## config.mk

```make
export PLATFORM = sky130hd
export DESIGN_NAME = sha256_msg_sched
export DESIGN_NICKNAME = d
export VERILOG_FILES = /design/src/rtl/sha256_pkg.sv /design/src/rtl/sha256_w_expand.sv /design/src/rtl/sha256_msg_sched.sv
export SDC_FILE = /design/constraint.sdc
export NUM_CORES = 2
export LEC_CHECK = 0
export ABC_AREA = 1
export CORE_MARGIN = 1.5
export CORE_UTILIZATION = 45
export CTS_CLUSTER_SIZE = 10
export DETAILED_ROUTE_END_ITERATION = 7
export PLACE_DENSITY = 0.71
export SLEW_MARGIN = 30
export SYNTH_ARGS = -nofsm -noshare
export SYNTH_HDL_FRONTEND = slang
export SYNTH_SLANG_ARGS = --single-unit
```

## constraint.sdc

```tcl
create_clock -name clk -period 60.2 [get_ports clk]
set_input_delay 15.05 -clock clk [delete_from_list [all_inputs] [get_ports clk]]
set_output_delay 15.05 -clock clk [all_outputs]
set_load 0.02 [all_outputs]
```

## src/rtl/sha256_pkg.sv

```systemverilog
// Shared SHA-256 types, constants and bit-mixing functions used by the
// message scheduler and the compression core.
package sha256_pkg;

  localparam int unsigned SHA_WORD_W = 32;
  localparam int unsigned SHA_BLK_W  = 512;
  localparam int unsigned NUM_ROUNDS = 64;
  localparam int unsigned WIN_WORDS  = 16;

  typedef logic [SHA_WORD_W-1:0] word_t;
  typedef logic [5:0]            round_t;

  localparam round_t T_LAST = round_t'(NUM_ROUNDS - 1);

  typedef enum logic {IDLE, RUN} sched_state_t;

  // H0[0] is the first initial hash word (a).
  localparam logic [7:0][SHA_WORD_W-1:0] H0 = {
    32'h5be0cd19, 32'h1f83d9ab, 32'h9b05688c, 32'h510e527f,
    32'ha54ff53a, 32'h3c6ef372, 32'hbb67ae85, 32'h6a09e667
  };

  function automatic word_t ROTR(input word_t x, input int unsigned n);
    return (x >> n) | (x << (SHA_WORD_W - n));
  endfunction

  function automatic word_t sig0(input word_t x);
    return ROTR(x, 7) ^ ROTR(x, 18) ^ (x >> 3);
  endfunction

  function automatic word_t sig1(input word_t x);
    return ROTR(x, 17) ^ ROTR(x, 19) ^ (x >> 10);
  endfunction

  function automatic word_t S0(input word_t x);
    return ROTR(x, 2) ^ ROTR(x, 13) ^ ROTR(x, 22);
  endfunction

  function automatic word_t S1(input word_t x);
    return ROTR(x, 6) ^ ROTR(x, 11) ^ ROTR(x, 25);
  endfunction

  function automatic word_t ch(input word_t e, input word_t f, input word_t g);
    return (e & f) ^ (~e & g);
  endfunction

  function automatic word_t maj(input word_t a, input word_t b, input word_t c);
    return (a & b) ^ (a & c) ^ (b & c);
  endfunction

endpackage

```

## src/rtl/sha256_w_expand.sv

```systemverilog
// One message-expansion step: W[t+16] from W[t+14], W[t+9], W[t+1], W[t].
module sha256_w_expand
  import sha256_pkg::*;
(
  input  word_t w_tm2_i,
  input  word_t w_tm7_i,
  input  word_t w_tm15_i,
  input  word_t w_tm16_i,
  output word_t w_new_o
);

  always_comb begin
    w_new_o = sig1(w_tm2_i) + w_tm7_i + sig0(w_tm15_i) + w_tm16_i;
  end

endmodule

```

## src/rtl/sha256_msg_sched.sv

```systemverilog
// SHA-256 message schedule: takes a 512-bit block and streams W[0..63]
// through a 16-word sliding window, with zero-bubble back-to-back blocks.
module sha256_msg_sched
  import sha256_pkg::*;
(
  input  logic                 clk,
  input  logic                 reset,
  input  logic                 blk_valid,
  output logic                 blk_ready,
  input  logic [SHA_BLK_W-1:0] blk_data,
  input  logic                 blk_last,
  input  logic                 flush,
  output logic                 w_valid,
  input  logic                 w_ready,
  output logic [SHA_WORD_W-1:0] w_out,
  output logic [5:0]           w_idx,
  output logic                 w_last_blk,
  output logic                 blk_done
);

  sched_state_t state_q, state_d;
  logic [WIN_WORDS-1:0][SHA_WORD_W-1:0] win_q, win_d;
  round_t t_q, t_d;
  logic   last_q, last_d;

  logic  run, beat, at_last, take;
  word_t w_new;

  sha256_w_expand u_expand (
    .w_tm2_i  (win_q[WIN_WORDS-2]),
    .w_tm7_i  (win_q[WIN_WORDS-7]),
    .w_tm15_i (win_q[1]),
    .w_tm16_i (win_q[0]),
    .w_new_o  (w_new)
  );

  always_comb begin
    state_d = state_q;
    win_d   = win_q;
    t_d     = t_q;
    last_d  = last_q;

    run     = (state_q == RUN);
    beat    = run & w_ready;
    at_last = (t_q == T_LAST);

    w_valid    = run;
    w_out      = run ? win_q[0] : '0;
    w_idx      = t_q;
    w_last_blk = last_q;
    // A new block may only enter when the final word is leaving this cycle.
    blk_ready  = ~flush & (~run | (at_last & w_ready));
    blk_done   = beat & at_last & ~flush;
    take       = blk_valid & blk_ready;

    if (flush) begin
      state_d = IDLE;
      t_d     = '0;
    end else if (take) begin
      for (int unsigned i = 0; i < WIN_WORDS; i++) begin
        win_d[i] = blk_data[SHA_BLK_W-1-SHA_WORD_W*i -: SHA_WORD_W];
      end
      t_d     = '0;
      last_d  = blk_last;
      state_d = RUN;
    end else if (beat) begin
      if (at_last) begin
        state_d = IDLE;
        t_d     = '0;
      end else begin
        for (int unsigned i = 0; i < WIN_WORDS - 1; i++) begin
          win_d[i] = win_q[i+1];
        end
        win_d[WIN_WORDS-1] = w_new;
        t_d = t_q + 6'd1;
      end
    end
  end

  always_ff @(posedge clk or posedge reset) begin
    if (reset) begin
      state_q <= IDLE;
      win_q   <= '0;
      t_q     <= '0;
      last_q  <= 1'b0;
    end else begin
      state_q <= state_d;
      win_q   <= win_d;
      t_q     <= t_d;
      last_q  <= last_d;
    end
  end

endmodule

```

Yosys cells after proc, flatten, opt, wreduce, memory -nomap -nowiden
Cells that the tools add are included.
{ "totals": {"output_inout_bits": 42, "in_bits": 518, "register_bits": 520} }
{ "op_classes": {"n_addsub": 4, "mux": 12, "n_bitwise": 17, "eq_ne": 2, "reduce_logical": 6} }
{ "op_table": {"columns": ["cell", "count"], "rows": [
  ["2-to-1 mux 512 bit", 3],
  ["adder 32 bit", 3],
  ["bitwise XOR 32 bit", 2],
  ["2-to-1 mux 32 bit", 1],
  ["OR 13 x 32 -> 32 bit", 1],
  ["OR 14 x 32 -> 32 bit", 1],
  ["OR 15 x 32 -> 32 bit", 1],
  ["OR 25 x 32 -> 32 bit", 1],
  ["bitwise XOR 32 x 22 -> 32 bit", 1],
  ["bitwise XOR 32 x 29 -> 32 bit", 1],
  ["2-to-1 mux 6 bit", 4],
  ["adder 6 x 1 -> 6 bit, second input constant", 1],
  ["AND 1 bit", 6],
  ["== test 6 bit, second input constant", 1],
  ["nonzero test 3 bit", 2],
  ["2-to-1 mux 1 bit", 4],
  ["AND reduction 2 bit", 2],
  ["AND reduction 3 bit", 1],
  ["inequality test 2 x 1 -> 1 bit, second input constant", 1],
  ["NOT 1 bit", 2],
  ["nonzero test 2 bit", 1],
  ["OR 1 bit", 1]
]} }

Depth between registers and ports, before layout
{ "depth": {"ltp_word": 9, "ltp_mapped": 22} }

By module
Synthesis repeated with hierarchy kept, for this count alone.
{ "hier_totals": {"cells_unflattened": 5300, "area_unflattened_um2": 35690.5} }
{ "modules_own_cells": {"columns": ["module", "cells_each", "area_per_inst_um2", "instances"], "rows": [
  ["sha256_msg_sched", 4532, 30605.6, 1],
  ["sha256_w_expand", 768, 5084.9, 1]
]} }

Worst setup path after synthesis
No wires, ideal clock.
{ "synth_path": {"path_kind": "input -> output", "start": "input port w_ready", "end": "output port blk_done", "setup_slack_ns": 29.521, "arrival_time_ns": 15.629, "n_path_buf": 0, "required_ns": 45.150, "cell_stages": 2, "cell_sequence": "nand2_1 -> nor3_1"} }
{ "synth_via": {"elab_chain_cells": 3} }
{ "synth_lines": {"columns": ["element", "line", "source"], "rows": [
  ["from (decl)", "sha256_msg_sched.sv:14", "input logic w_ready,"],
  ["AND 1 bit", "sha256_msg_sched.sv:44", "beat = run & w_ready;"],
  ["AND 1 bit (2 in series)", "sha256_msg_sched.sv:53", "blk_done = beat & at_last & ~flush;"],
  ["to (decl)", "sha256_msg_sched.sv:18", "output logic blk_done"]
]} }
No other way between the ends.

Worst setup path after layout
{ "layout_path": {"start": "input port w_ready", "end": "output port blk_ready"} }
{ "layout_via": {"elab_chain_cells": 3} }
{ "layout_lines": {"columns": ["element", "line", "source"], "rows": [
  ["AND 1 bit", "sha256_msg_sched.sv:52", "blk_ready = ~flush & (~run | (at_last & w_ready));"],
  ["OR 1 bit", "sha256_msg_sched.sv:52", null],
  ["AND 1 bit", "sha256_msg_sched.sv:52", null],
  ["to (decl)", "sha256_msg_sched.sv:9", "output logic blk_ready,"]
]} }
No other way between the ends.

==> run_results.csv <==
group,metric,value,unit
logic_synthesis,syn_nets,4351,
finish,syn2layout_area_growth,26.3,%
global_routing,grtUsageTotal,33.1,%
clock_network,clock_latency,0.65,ns
clock_network,clock_sinks,520,
global_routing,grt_overflow,0,
timing,worst_pin_slew,0.997,ns
clock_network,numCtsBuffers,60,
clock_network,cts.repair.resized,0,
place,gp_congestion,0.950,
finish,fin_nets,4765,
floorplan,die_y,257,um
worst_setup_path,path_class,"in2out",
clock_network,htree_levels,2,
logic_synthesis,synth_top_area_cell,"dfrtp_1",
finish,post-route-util,57.7,%
route,routed_wl,111000,um
finish,fill_cells,5855,
clock_network,clk_pin_slew,0.05,ns
route,vias,27300,
route,drc,0,
logic_synthesis,yosysSeqAreaShare,44.9,%
worst_setup_path,critPathMaxStageDelay,0.60,ns
place,portBuffers,559,
worst_setup_path,critPathTopFamily,"buffers and inverters",
worst_setup_path,end_kind,"primary output",
logic_synthesis,synthMuxAreaShare,1.04,%
run_status,status,"completed",
power_and_ir_drop,power_per_cell_area,59.1,nW/um2
clock_network,cts-root-buf,"clkbuf_16",
clock_network,cts_tree,"built",
logic_synthesis,synth_most_common_cell,"nand2_1",
logic_synthesis,synth-warning-count,0,
worst_setup_path,worstSetupStartpoint,"w_ready",
global_routing,antenna_found_initial,33,
floorplan,io_pins,560,
place,dp_hpwl,82100,um
floorplan,coreArea,63400,um2
logic_synthesis,synth_top_family_by_area,"compound AO/OA/AOI/OAI gates",
route,firstDrtPassIters,6,
worst_setup_path,cp.arrival,16.54,ns
power_and_ir_drop,pwr-share-comb,61.2,%
logic_synthesis,synthTopCellsByCount,"789 x nand2_1, 555 x o21ai_0, 520 x dfrtp_1",
power_and_ir_drop,p_seq_share,23.1,%
power_and_ir_drop,peakVddDrop,0.0000513,V
timing,setup-violations-final,0,
min_path,hp-class,"reg2reg",
logic_synthesis,syn_inst,3739,
route,drtIter0Drc,2975,
logic_synthesis,yosys_register_bits,520,
power_and_ir_drop,p_total,2.17,mW
route,postRouteAntennaNets,0,
power_and_ir_drop,p_switching,1.09,mW
logic_synthesis,synth_fa_ha_area_share,5.66,%
timing,period_share,52.5,%
clock_network,postCtsHoldBufs,0,
logic_synthesis,synth_top_area_share,44.9,%
logic_synthesis,synth-async-reset-ratio,100,%
floorplan,dieArea,66000,um2
logic_synthesis,ys_top_cells_by_area,"dfrtp_1 45%, nand2_1 10%, o21ai_0 9.6%",
power_and_ir_drop,p_sw_share,50.3,%
run,cap_viol_max_count,0,
timing,finalMaxSlewViolations,0,
clock_network,postCtsSetupBuffers,0,
worst_setup_path,critical-path-slowest-cell,"clkdlybuf4s50_1",
logic_synthesis,synth-xor-area-share,3.99,%
timing,rsz0062_at_grt,"false",
logic_synthesis,synth-simple-area-share,17.4,%
global_routing,grt_pass1_wl,164000,um
global_routing,grt_pass1_vias,26500,
logic_synthesis,synth_compound_area_share,17.8,%
power_and_ir_drop,intPower,1.08,mW
power_and_ir_drop,p_leak,17.0,nW
floorplan,row_count,92,
global_routing,grt_max_degree,177,
floorplan,die_x,257,um
worst_setup_path,rr_startpoint,"w_valid",
logic_synthesis,synth_area,29000,um2
logic_synthesis,synth_edf_count,0,
worst_setup_path,worst_setup_path_start_kind,"primary input",
worst_setup_path,path_cells,"clkdlybuf4s50_1, inv_1, o21ai_2, inv_1, nor2_1, clkdlybuf4s50_1",
route,wire_per_inst,22.1,um
finish,drive_gt1_share,2.66,%
timing,relSlewSlack,33.5,%
min_path,hold_start,"win_q[494]",
clock_network,cts_buffer_depth,3,
timing,fmax,0.0317,GHz
finish,finalInstanceArea,36600,um2
floorplan,initial_core_util,45.7,%
place,placed_area,34800,um2
power_and_ir_drop,clock_power_share,15.7,%
timing,timing.hold.ws,0.473,ns
timing,hold_viol_final,0,
logic_synthesis,ys.flop_type,"dfrtp_1",
worst_setup_path,critPathBufInv,4,
logic_synthesis,syn_avg_cell_area,7.76,um2
route,via_per_inst,5.42,
worst_setup_path,cp.required,45.15,ns
timing,post-route-min-period,31.59,ns
timing,finalClockSkew,0.0448,ns
logic_synthesis,synth_cell_types,37,
timing,finalSetupTns,0,ns
worst_setup_path,crit_fanout,2,
-- kinds of logic after synthesis --
group	after synthesis
xor+xnor	132
simple gates	1310
compound gates	1007
flops	520
mux	30
buf+inv	646
fa+ha+maj	94
-- path summary, 6_finish.rpt --
kind / to / slack, ns / depth (start not counted)
hold / removal: win_q[494] / 0.47 / 2
setup / recovery: blk_ready / 28.61 / 6
min in group asynchronous: win_q[116] / 14.96 / 2
setup reg to reg: win_q[312] / 55.43 / 9
hold reg to reg: win_q[494] / 0.47 / 2
max in group asynchronous: win_q[342] / 43.28 / 4
-- power by group through the flow --
stage	combinational (mW)	clock (mW)	sequential, mW
6_report	1.32	0.341	0.500
5_1_grt	1.50	0.356	0.507
4_1_cts	1.32	0.342	0.497
3_5_place_dp	1.31	0	0.502
3_3_place_gp	1.30	0	0.500
2_1_floorplan	0.904	0	0.472
-- worst min-delay path, delay by kind of cell, from the launching register on --
kind / cells / cell delay, ns
DFF: 1 / 0.34
and+or+nand+nor: 2 / 0.10
-- flip-flops by register name (all words and copies together) (netlist names) --
register    count
w_last_blk      1
w_valid         1
win_q         512
w_idx           6
-- layout make-up --
| cell class | count | area (um2) | area share (%) |
|---|---|---|---|
| Antenna cell | 25 | 62.6 | 0.171 |
| Multi-Input combinational cell | 2573 | 13300 | 36.4 |
| Timing Repair Buffer | 586 | 5860 | 16.0 |
| Tap cell | 846 | 1060 | 2.89 |
| Clock buffer | 74 | 1630 | 4.44 |
| Sequential cell | 520 | 13000 | 35.5 |
| Clock inverter | 5 | 103 | 0.280 |
| Inverter | 412 | 1560 | 4.26 |
-- cell usage in the layout (no fill, tap or decap), types with 2 or more instances in the layout --
cell / count
nand2_1: 788
clkdlybuf4s50_1: 559
o21ai_0: 555
dfrtp_1: 520
nor2_1: 447
inv_1: 408
a21oi_1: 337
o22ai_1: 86
xor2_1: 76
fa_1: 62
clkbuf_16: 61
xnor2_1: 56
nand3_1: 51
ha_1: 32
mux2i_1: 30
diode_2: 25
buf_4: 19
o21ai_1: 15
nor3_1: 8
clkbuf_1: 8
o21bai_1: 5
a31oi_1: 5
clkbuf_8: 5
buf_6: 5
nand4_1: 3
inv_2: 2
nand3_2: 2
nand3_4: 2
inv_8: 2
and2_1: 2
or2_2: 2
o211ai_1: 2
clkinv_16: 2
buf_12: 2
-- routing by layer --
metal  routed length [um]  vias to the layer above  track usage [%]
li1                     -                    12800                -
met1                46300                    13200             45.3
met2                52400                     1176             52.7
met3                 8220                      201             5.24
met4                 4170                       16             13.1
met5                  105                        -                0
-- metrics by stage --
step	cells	setup slack, ns
3_5_place_dp	4936	28.62
2_1_floorplan	3739	29.52
5_1_grt	5039	28.52
3_3_place_gp	4936	28.58
6_report	5041	28.61
4_1_cts	5015	28.60
Power figures use the tool's default switching activity.
